$ cat config.mk
export PLATFORM = sky130hd
export DESIGN_NAME = tick_receiver
export DESIGN_NICKNAME = d
export VERILOG_FILES = /design/src/rtl/tick_receiver.sv
export SDC_FILE = /design/constraint.sdc
export NUM_CORES = 1
export LEC_CHECK = 0
export ABC_CLOCK_PERIOD_IN_PS = 5700
export CAP_MARGIN = 5
export CORE_AREA = 4 4 41 43
export DETAILED_ROUTE_END_ITERATION = 8
export DIE_AREA = 0 0 45 47
export SLEW_MARGIN = 5
export SYNTH_ARGS = -nofsm -noshare
export SYNTH_HDL_FRONTEND = slang
export SYNTH_SLANG_ARGS = --single-unit
$ cat constraint.sdc
create_clock -name clk -period 5.7 [get_ports clk]
set_input_delay 1.425 -clock clk [delete_from_list [all_inputs] [get_ports clk]]
set_output_delay 1.425 -clock clk [all_outputs]
set_load 0.03 [all_outputs]
$ cat src/rtl/tick_receiver.sv
// tick_receiver
//   Receives an asynchronous, active-low tick strobe and brings it into the
//   clk domain. Each falling edge of the synchronised (optionally filtered)
//   level counts as one tick event. Events queue in a saturating pending
//   counter, which the consumer drains with take.
//
//   Optional feature macro: TICKRX_FILTER_EN
//     When defined, a glitch filter sits between the last synchroniser stage
//     and the edge detector. The level changes only after FILT_LEN consecutive
//     equal samples.
//
// Parameters
//   SYNC_STAGES  synchroniser depth (>= 2)
//   CNT_WIDTH    pending counter width; saturates at 2**CNT_WIDTH-1
//   FILT_LEN     glitch filter length (>= 2); used only with TICKRX_FILTER_EN
//
// Ports
//   clk       in   clock, rising edge
//   rst       in   synchronous active-high reset
//   tick_n    in   asynchronous active-low tick strobe, idles high
//   take      in   consumer acknowledge; removes one pending event
//   stb       out  one-cycle pulse per accepted tick
//   evt       out  high while pending != 0
//   pending   out  count of unconsumed events
//   overflow  out  sticky; set when a tick arrives with pending at maximum
module tick_receiver #(
  parameter int unsigned SYNC_STAGES = 2,
  parameter int unsigned CNT_WIDTH   = 4,
  parameter int unsigned FILT_LEN    = 3
) (
  input  logic                 clk,
  input  logic                 rst,
  input  logic                 tick_n,
  input  logic                 take,
  output logic                 stb,
  output logic                 evt,
  output logic [CNT_WIDTH-1:0] pending,
  output logic                 overflow
);

  if (SYNC_STAGES < 2) begin : g_bad_sync
    $error("tick_receiver: SYNC_STAGES must be at least 2");
  end
  if (FILT_LEN < 2) begin : g_bad_filt
    $error("tick_receiver: FILT_LEN must be at least 2");
  end

  logic [SYNC_STAGES-1:0] r_sync;
  logic                   r_prev;
  logic                   r_stb;
  logic [CNT_WIDTH-1:0]   r_pending;
  logic                   r_overflow;
  logic                   w_sn;
  logic                   w_level;
  logic                   w_acc;
  logic                   w_take;

  always_ff @(posedge clk) begin
    if (rst) begin
      r_sync <= '0;
    end else begin
      r_sync <= {r_sync[SYNC_STAGES-2:0], tick_n};
    end
  end

  assign w_sn = r_sync[SYNC_STAGES-1];

`ifdef TICKRX_FILTER_EN
  // r_hist keeps the previous FILT_LEN-1 values of sN. Together with the
  // current sN it forms a FILT_LEN-sample window. The filtered level is
  // resolved combinationally from that window. It falls back to the last
  // resolved level, which r_prev already holds. This gives exactly
  // FILT_LEN-1 cycles of added latency.
  logic [FILT_LEN-2:0] r_hist;
  logic [FILT_LEN-1:0] w_win;

  always_ff @(posedge clk) begin
    if (rst) begin
      r_hist <= '0;
    end else begin
      r_hist[0] <= w_sn;
      for (int unsigned i = 1; i < FILT_LEN - 1; i++) begin
        r_hist[i] <= r_hist[i-1];
      end
    end
  end

  assign w_win = {r_hist, w_sn};

  always_comb begin
    w_level = r_prev;
    if (&w_win) begin
      w_level = 1'b1;
    end else if (~|w_win) begin
      w_level = 1'b0;
    end
  end
`else
  assign w_level = w_sn;
`endif

  // r_prev resets low, so a level held low through reset is never counted.
  assign w_acc  = r_prev & ~w_level;
  assign w_take = take & evt;

  always_ff @(posedge clk) begin
    if (rst) begin
      r_prev     <= 1'b0;
      r_stb      <= 1'b0;
      r_pending  <= '0;
      r_overflow <= 1'b0;
    end else begin
      r_prev <= w_level;
      r_stb  <= w_acc;
      if (w_acc && !w_take) begin
        if (&r_pending) begin
          r_overflow <= 1'b1;
        end else begin
          r_pending <= r_pending + CNT_WIDTH'(1);
        end
      end else if (w_take && !w_acc) begin
        r_pending <= r_pending - CNT_WIDTH'(1);
      end
    end
  end

  assign stb      = r_stb;
  assign evt      = |r_pending;
  assign pending  = r_pending;
  assign overflow = r_overflow;

endmodule

==> summary.md, run 1 <==
| Metric | Value |
|---|---|
| First-pass GRT wire length | around 1.4 mm |
| Top post-synthesis cells by area | dfxtp_1 (38%), o41ai_4 (5.7%), ha_1 (5.2%) |
| Synth async-reset ratio | 0% |
| Worst skew pair latency | 0.26 ns |
| Most frequent cell after synthesis | dfxtp_1 |
| Routed vias/inst | 5.13 |
| Fmax | around 300 MHz |
| Total number of vias | 385 |
| MaxCap Viol Count | 0 |
| Worst r2r path cells | 7 |
| Crit. Startpoint | pending[1] |
| Mapped Area | 479 sq um |
| CP Max Fanout | 7 |
| Largest net degree at the start of global routing | 13 |
| Post-synthesis average cell area | 10.2 sq um |
| Commonest cells post-synth | dfxtp_1 (9), nor2_1 (4), nor2b_1 (4) |
| Die W | roughly 45 um |
| Post-synth EDFFs | 0 |
| GPL Wtd Cong | approximately 0.7 |
| Post-Place Worst Slack | between 2 and 2.5 ns |
| Htree depth | 1 |
| Hold crit path type | register to register |
| Core region area | 1300 sq um |
| CP Class | register to output pin |
| Flops & latches, synth | 9 |
| Post-route DRC violation count | 0 |
| Starting Density | between 30% and 40% |
| Fill count | 135 |
| RR Startpoint | pending[1] |
| Hold Slack | 0.435 ns |
| CTS tree | done |
| Initial antenna violation count | 0 |
| Maximum VDD drop | approximately 0.00025 V |
| Pre-antenna DRT Iters | 6 |
| Final net count | 68 |
| Postcts setup bufs | 0 |
| Critical Path RT | 4.28 ns |
| Crit path to | evt |
| CP Capture Type | output pin |
| Fin Setup TNS | 0 ns |
| Setup WS post-layout | around 2.3 ns |
| Post-DP HPWL | just under 700 um |
| Routed wire length | 933 um |
| Antenna Diode Count | 0 |
| CTS Buf Count | 3 |
| Leak pwr | approximately 0.22 nW |
| Grt ovf | 0 |
| CTS clock-pin slew for the worst setup and hold paths | roughly 0.07 ns |
| WL/cell | about 12 um |
| Design area | 621 sq um |
| Ys flop type | dfxtp_1 |
| Final Max Tran Viols | 0 |
| Placed Area | a little under 600 sq um |
| Clock skew | 0.0106 ns |
| Antenna-violating nets left | 0 |
| Crit path DAT | 1.94 ns |
| RSZ-0062 raised after global routing | no |
| Part of the Yosys area used for sequential elements | 37.6% |
| Power density over cell area | approximately 530 nW/um^2 |
| Slew HR | between 70% and 80% |
| Post-synth net total | 54 |
| Final min period | about 3.4 ns |
| Post-Synthesis Cells | 47 |
| Reg2reg setup slack | ~3.5 ns |
| Syn. warnings | 0 |
| DRT iter0 DRCs | 10 |
| Actual slew at the worst max-slew pin | approximately 0.38 ns |
| Hold Vio Cnt, Final | 0 |
| Status | finished clean |
| I/O pins | 11 |
| Die height | ~47 um |
| PortBufs | 10 |
| Share of layout cells above drive strength 1 | approximately an eighth |
| # rows | 13 |
| Max Root-Sink Buffers | 2 |
| Die area | around 2100 sq um |
| Area Growth Syn to Fin | 29.5% |
| Clk sink count | 9 |
| Crit share post-route | 59.1% |
| CP Launch Type | register |
| GRT Total Usage | ~9.8% |
| Final setup violation count | 0 |
| Number of global-route vias before repair | approximately 340 |
| Root buf cell | clkbuf_4 |
| Synth unique cells | 26 |
| Hold Buf Count CTS | 0 |
| Top cell type's share of synthesized area | 37.6% |
| Area leader, netlist | dfxtp_1 |
| Post_cts resized | 0 |
| Reg2reg end | pending[3] |
## worst min path at each step
stage	from	endpoint	slack (ns)	cells past startpoint
after floorplan	r_sync[0]	r_sync[1]	0.41	1
after global placement	r_sync[0]	r_sync[1]	0.43	1
after detailed placement	r_sync[0]	r_sync[1]	0.43	1
after CTS	r_sync[0]	r_sync[1]	0.44	1
after global routing	r_sync[0]	r_sync[1]	0.47	1
final	r_sync[0]	r_sync[1]	0.43	1
## registers in the layout (all words and copies together) (netlist names)
register and count:
overflow 1, stb 1, r_sync 2, r_prev 1
pending 4
## area by class of cell
class | instances | area, sq um | share of cell area, %
sequential | 9 | 180 | 29.0
tap | 15 | 18.8 | 3.02
multi-input combinational | 37 | 295 | 47.6
timing repair buffer | 10 | 100 | 16.1
clock buffer | 4 | 26.3 | 4.23
## worst max-delay path: stages, from the launching register on
cell             delay [ns]
dfxtp_1                0.39
or4_2                  0.68
clkdlybuf4s50_1        0.61
## power by group
| group | switching [mW] | internal, mW |
|---|---|---|
| Combinational | 0.0927 | 0.0797 |
| Sequential | 0.0279 | 0.0764 |
| Clock | 0.0227 | 0.0269 |
| Total | 0.143 | 0.183 |
## metal layers
metal | global-route usage [%] | part of all wire, % | vias to the layer above
met5 | 0 | 0 | -
met4 | 5.26 | 1.1 | 0
met3 | 3.45 | 6.1 | 2
met2 | 13.3 | 41 | 9
met1 | 13.4 | 52 | 172
li1 | - | - | 202
## cells in the final DEF (no fill, tap or decap), drive strengths merged, types with 2 or more instances in the layout
cell type	netlist	routed
clkbuf	1	4
nor2	5	5
clkdlybuf4s50	0	10
a21oi	2	2
dfxtp	9	9
ha	2	2
nand2b	3	3
or4b	2	2
nor3	2	2
nand2	2	2
nor2b	4	4
## per-stage QoR
| step | power [mW] | cells | util (%) |
|---|---|---|---|
| after floorplan | 0.220 | 47 | - |
| after global placement | 0.276 | 71 | 45.7 |
| after detailed placement | 0.279 | 71 | 45.7 |
| after CTS | 0.329 | 75 | 47.7 |
| after global routing | 0.347 | 75 | 47.7 |
| final | 0.326 | 75 | 47.7 |
## kinds of logic after synthesis
| family | after synthesis | synth area share [%] |
|---|---|---|
| simple gates | 23 | 31.6 |
| xor+xnor | 1 | 1.83 |
| flops | 9 | 37.6 |
| compound gates | 9 | 16.7 |
| buf+inv | 1 | 0.783 |
| mux | 1 | 2.09 |
| fa+ha+maj | 3 | 9.40 |
Note: power is estimated with default switching activity, not from simulation.
==> run 2, diff against run 1 <==
ABC_CLOCK_PERIOD_IN_PS = 3000   (was 5700)
clock period = 3 ns   (was 5.7 ns; I/O delays follow)
==> run 2 against run 1 <==
Against the previous run:
- first-iteration DRC count down 50%
- wire length shrank 0.54%
- sequential cell count unchanged
- total power increased by 89%
- worst setup slack lost 2.0 ns
- final cell count did not move
- die area unchanged
- critical path type unchanged
- largest cell class unchanged
- largest power group unchanged
==> summary.md, run 2 (synthesis gave the netlist of run 1 again) <==
| Metric | Value |
|---|---|
| Status | finished clean |
| Leak pwr | 0.221 nW (unchanged) |
| Placed Cells | 71 (unchanged) |
| Initial antenna violation count | 0 (unchanged) |
| Core region area | 1300 sq um (unchanged) |
| Critical Path RT | 2.25 ns (-2.03 ns) |
| MaxCap Viol Count | 0 (unchanged) |
| PortBufs | 10 (unchanged) |
| CTS Buf Count | 3 (unchanged) |
| Worst skew pair latency | 0.26 ns (about the same) |
| Crit path DAT | 1.95 ns (about the same) |
| Antenna-violating nets left | 0 (unchanged) |
| CTS clock-pin slew for the worst setup and hold paths | 0.06 ns (about the same) |
| Htree depth | 1 (unchanged) |
| Final Max Tran Viols | 0 (unchanged) |
| Largest net degree at the start of global routing | 13 (unchanged) |
| Commonest non-fill, non-tap cells in the layout | clkdlybuf4s50_1 (10), dfxtp_1 (9), nor2b_1 (4), nor2_1 (4) |
| Clock skew | 0.00259 ns (-0.00805 ns) |
| Post-DP HPWL | 673 um (-0.19%) |
| Area Growth Syn to Fin | 29.5% (unchanged) |
| CP Max Fanout | 7 (unchanged) |
| Postcts setup bufs | 0 (unchanged) |
| Starting Density | 36.8% (unchanged) |
| First-pass GRT wire length | 1.56 mm (+7.6%) |
| Crit-path cells | or4_2 > clkdlybuf4s50_1 |
| Slew HR | 74.7% (+0.27 points) |
| Post_cts resized | 0 (unchanged) |
| Power density over cell area | 996 nW/um^2 (+89%) |
| Die height | 47 um (unchanged) |
| Root buf cell | clkbuf_4 |
| Post-Layout Cell Count | 75 (unchanged) |
| Fin Setup TNS | 0 ns (unchanged) |
| Critical-path top delay cell | or4_2 |
| Grt ovf | 0 (unchanged) |
| Hold crit path type | register to register |
| Routed wire length | 928 um (-0.54%) |
| Hold Vio Cnt, Final | 0 (unchanged) |
| DRT iter0 DRCs | 5 (-5) |
| Final net count | 68 (unchanged) |
| Commonest non-fill, non-tap cell in the layout | clkdlybuf4s50_1 |
| Number of global-route vias before repair | 354 (+3.5%) |
| Total number of vias | 382 (-0.78%) |
| Die W | 45 um (unchanged) |
| I/O pins | 11 (unchanged) |
| Hold Buf Count CTS | 0 (unchanged) |
| Crit share post-route | about nine tenths |
| Post-route DRC violation count | 0 (unchanged) |
| WL/cell | 12.4 um (-0.54%) |
| Final setup violation count | 0 (unchanged) |
| RSZ-0062 raised after global routing | no |
| GPL Wtd Cong | 0.664 (-6.0%) |
| Antenna Diode Count | 0 (unchanged) |
| Maximum VDD drop | 0.000448 V (+81%) |
| Max Root-Sink Buffers | 2 (unchanged) |
| Actual slew at the worst max-slew pin | 0.378 ns (-0.00398 ns) |
| Final min period | between 2 and 3 ns |
| Share of layout cells above drive strength 1 | 13.3% (unchanged) |
| CTS tree | done |
| Slowest stage delay, CP | 0.68 ns (about the same) |
| CP Capture Type | output pin |
| GRT Total Usage | 10.7% (+0.93 points) |
| CP Class | register to output pin |
| Pre-antenna DRT Iters | 4 (-2) |
| Die area | 2120 sq um (unchanged) |
| Clk sink count | 9 (unchanged) |
| Max reg flops | 4 (unchanged) |
| Routed vias/inst | 5.09 (-0.78%) |
| CP Launch Type | register |
| # rows | 13 (unchanged) |
| Fill count | 137 (+1.5%) |
| Fmax | roughly 370 MHz |
## run 2: cell counts in the layout (fill, tap and decap cells not counted)
Identical to the previous run, type by type.
## run 2: path summary, 6_finish.rpt
check | cells after the start | start | end | slack (ns)
worst max-delay path | 2 | pending[1] | evt | 0.30
worst min-delay path | 1 | r_sync[0] | r_sync[1] | 0.44
worst max register to register | 7 | pending[1] | pending[3] | 0.82
worst min register to register | 1 | r_sync[0] | r_sync[1] | 0.44
## run 2: per-stage QoR
step                      instance area [sq um]  power [mW]  utilization, %  setup slack, ns  hold WS (ns)
after detailed placement                    594       0.528            45.7            0.387         0.428
after global routing                        621       0.662            47.7            0.237         0.468
final                                       621       0.618            47.7            0.303         0.441
after floorplan                             479       0.418               -            0.887         0.414
after CTS                                   621       0.626            47.7            0.286         0.442
after global placement                      594       0.524            45.7            0.426         0.422
## run 2: layout make-up
class                   instances  area, sq um  area share, %
clock buffers                   4         26.3           4.23
repair buffers                 10          100           16.1
flip-flops and latches          9          180           29.0
well taps                      15         18.8           3.02
multi-input cells              37          295           47.6
## run 2: where the power goes
group          internal [mW]  switching, mW  total [mW]
Sequential             0.145         0.0524       0.198
Clock                 0.0513         0.0434      0.0948
Combinational          0.152          0.174       0.326
## run 2: critical path: cells and delay by family (launching register included)
kind,cells,cell delay [ns]
AND/OR/NAND/NOR,1,0.68
flip-flops,1,0.39
buffers and inverters,1,0.61
## run 2: per-layer routing
layer | up-vias | global-route usage (%) | part of all wire [%]
met4 | 0 | 7.02 | 0.86
met1 | 166 | 13.1 | 47
met2 | 11 | 15.3 | 45
met3 | 2 | 4.60 | 7.4
li1 | 203 | - | -
met5 | - | 0 | 0
==> run 3, diff against run 2 <==
DONT_BUFFER_PORTS = 1   (was not set)
==> run 3 against run 2 <==
Against the previous run:
- first-iteration DRC count rose by 20%
- clock skew barely moved
- worst setup slack improved by 0.34 ns
- combinational power fell by 38%
- global-route usage fell by 1.2 points
- final area fell by 16%
- count of clock-buffer cells in the layout did not move
- largest cell class unchanged
==> summary.md, run 3 (synthesis gave the netlist of run 1 again) <==
| Metric | Value |
|---|---|
| Status | finished clean |
| Actual slew at the worst max-slew pin | 0.617 ns (+0.239 ns) |
| Reg2reg setup slack | 0.70 ns (-0.12 ns) |
| Hold Buf Count CTS | 0 (unchanged) |
| Hold path startpoint | r_sync[0] |
| Worst r2r path cells | 7 (unchanged) |
| Fill count | 145 (+5.8%) |
| CP top delay family | simple AND/OR/NAND/NOR gates |
| Grt ovf | 0 (unchanged) |
| CP Max Fanout | 7 (unchanged) |
| CTS tree | done |
| Clk sink count | 9 (unchanged) |
| Commonest non-fill, non-tap cell in the layout | dfxtp_1 |
| Hold crit path type | register to register |
| CP Class | register to output pin |
| Critical Path RT | 2.25 ns (about the same) |
| Final Max Tran Viols | 0 (unchanged) |
| Area Growth Syn to Fin | 8.62% |
| Slowest stage delay, CP | 0.87 ns (+0.19 ns) |
| Post-Place Worst Slack | 0.676 ns (+0.289 ns) |
| MaxCap Viol Count | 0 (unchanged) |
| Critical-path top delay cell | or4_2 |
| WL/cell | 13.5 um (+9.3%) |
| First-pass GRT wire length | 1.39 mm (-11%) |
| Final net count | 58 (-15%) |
| Initial antenna violation count | 0 (unchanged) |
| Routed vias/inst | 5.43 (+6.6%) |
| CP Capture Type | output pin |
| Number of global-route vias before repair | 303 (-14%) |
| Clock skew | 0.00296 ns (+0.000361 ns) |
| Total number of vias | 353 (-7.6%) |
| Pre-antenna DRT Iters | 2 (-2) |
| Antenna-violating nets left | 0 (unchanged) |
| DRT iter0 DRCs | 6 (+1) |
| Htree depth | 1 (unchanged) |
| Post_cts resized | 0 (unchanged) |
| Slew HR | 58.8% (-16 points) |
| Final Core Density | 40.0% (-7.7 points) |
| Register Area | 180 sq um (unchanged) |
| Die W | 45 um (unchanged) |
| Final setup violation count | 0 (unchanged) |
| Max Root-Sink Buffers | 2 (unchanged) |
| Antenna Diode Count | 0 (unchanged) |
| Reg2reg end | pending[3] |
| Core region area | 1300 sq um (unchanged) |
| Worst hold path cell count | 1 (unchanged) |
| Crit path DAT | 1.61 ns (-0.34 ns) |
| CTS Buf Count | 3 (unchanged) |
| Postcts setup bufs | 0 (unchanged) |
| Maximum VDD drop | 0.000418 V (-6.7%) |
| Power density over cell area | 1040 nW/um^2 (+4.6%) |
| Post-DP HPWL | 646 um (-4.0%) |
| Setup WS post-layout | 0.639 ns (+0.336 ns) |
| RR Startpoint | pending[1] |
| Post-route DRC violation count | 0 (unchanged) |
| Worst Hold Path EP | r_sync[1] |
| Area of the multi-input gates | 295 sq um (unchanged) |
| CTS clock-pin slew for the worst setup and hold paths | 0.06 ns (about the same) |
| Number of buffer and inverter stages on the critical path | 0 (-1) |
| Crit-path cells | or4_2 |
| I/O pins | 11 (unchanged) |
| Die height | 47 um (unchanged) |
| Max reg flops | 4 (unchanged) |
| Hold Vio Cnt, Final | 0 (unchanged) |
| Root buf cell | clkbuf_4 |
| Starting Density | 36.8% (unchanged) |
| CP Launch Type | register |
| Fmax | 424 MHz (+14%) |
| Leak pwr | 0.185 nW (-17%) |
| Commonest non-fill, non-tap cells in the layout | dfxtp_1 (9), nor2b_1 (4), nor2_1 (4) |
| Final min period | 2.36 ns (-0.336 ns) |
| Total power | 542 uW (-12%) |
| RSZ-0062 raised after global routing | no |
| Largest net degree at the start of global routing | 13 (unchanged) |
| Share of layout cells above drive strength 1 | 16.0% (+2.7 points) |
| PortBufs | 0 (-10) |
| GPL Wtd Cong | 0.664 (about the same) |
| Crit share post-route | 78.7% (-11 points) |
| GRT Total Usage | 9.52% (-1.2 points) |
| Die area | 2120 sq um (unchanged) |
| Routed wire length | 879 um (-5.3%) |
| Fin Setup TNS | 0 ns (unchanged) |
| # rows | 13 (unchanged) |
| Worst skew pair latency | 0.26 ns (about the same) |
## run 3: cell count changes in the layout (fill, tap and decap cells not counted), sizes merged
cell and change:
clkdlybuf4s50 -10
## run 3: layer usage
| metal | part of all wire [%] | vias up | track usage (%) |
|---|---|---|---|
| met2 | 44 | 9 | 13.8 |
| met5 | 0 | - | 0 |
| met4 | 0.91 | 0 | 5.26 |
| li1 | - | 181 | - |
| met1 | 48 | 161 | 10.6 |
| met3 | 7.3 | 2 | 6.13 |
## run 3: area by class of cell
type / instances / share of cell area, %
tap: 15 / 3.61
multi-input combinational: 37 / 56.7
clock buffer: 4 / 5.05
sequential: 9 / 34.6
## run 3: report_power, final
part	switching, mW	internal, mW
Combinational	0.112	0.0904
Sequential	0.102	0.145
Clock	0.0408	0.0512
Total	0.256	0.287
## run 3: worst reg2reg max path: stages (launching register included)
cell      delay, ns
dfxtp_1        0.49
o41ai_4        0.51
nand2_1        0.19
ha_1           0.35
a21oi_1        0.25
a21boi_0       0.13
mux2i_1        0.13
o311ai_0       0.13
## run 3: how the worst max path moves through the flow
stage	to	cells after the start	from	slack (ns)
4_1_cts	evt	1	pending[1]	0.61
5_1_grt	pending[3]	7	pending[1]	0.49
3_5_place_dp	pending[3]	7	pending[1]	0.68
2_1_floorplan	pending[3]	7	pending[1]	0.89
6_report	evt	1	pending[1]	0.64
3_3_place_gp	pending[3]	7	pending[1]	0.75
## run 3: per-stage QoR
stage	instances	hold slack [ns]	area [sq um]
final	65	0.439	520
after global routing	65	0.447	520
after CTS	65	0.442	520
after detailed placement	61	0.428	494
after global placement	61	0.418	494
after floorplan	47	0.414	479
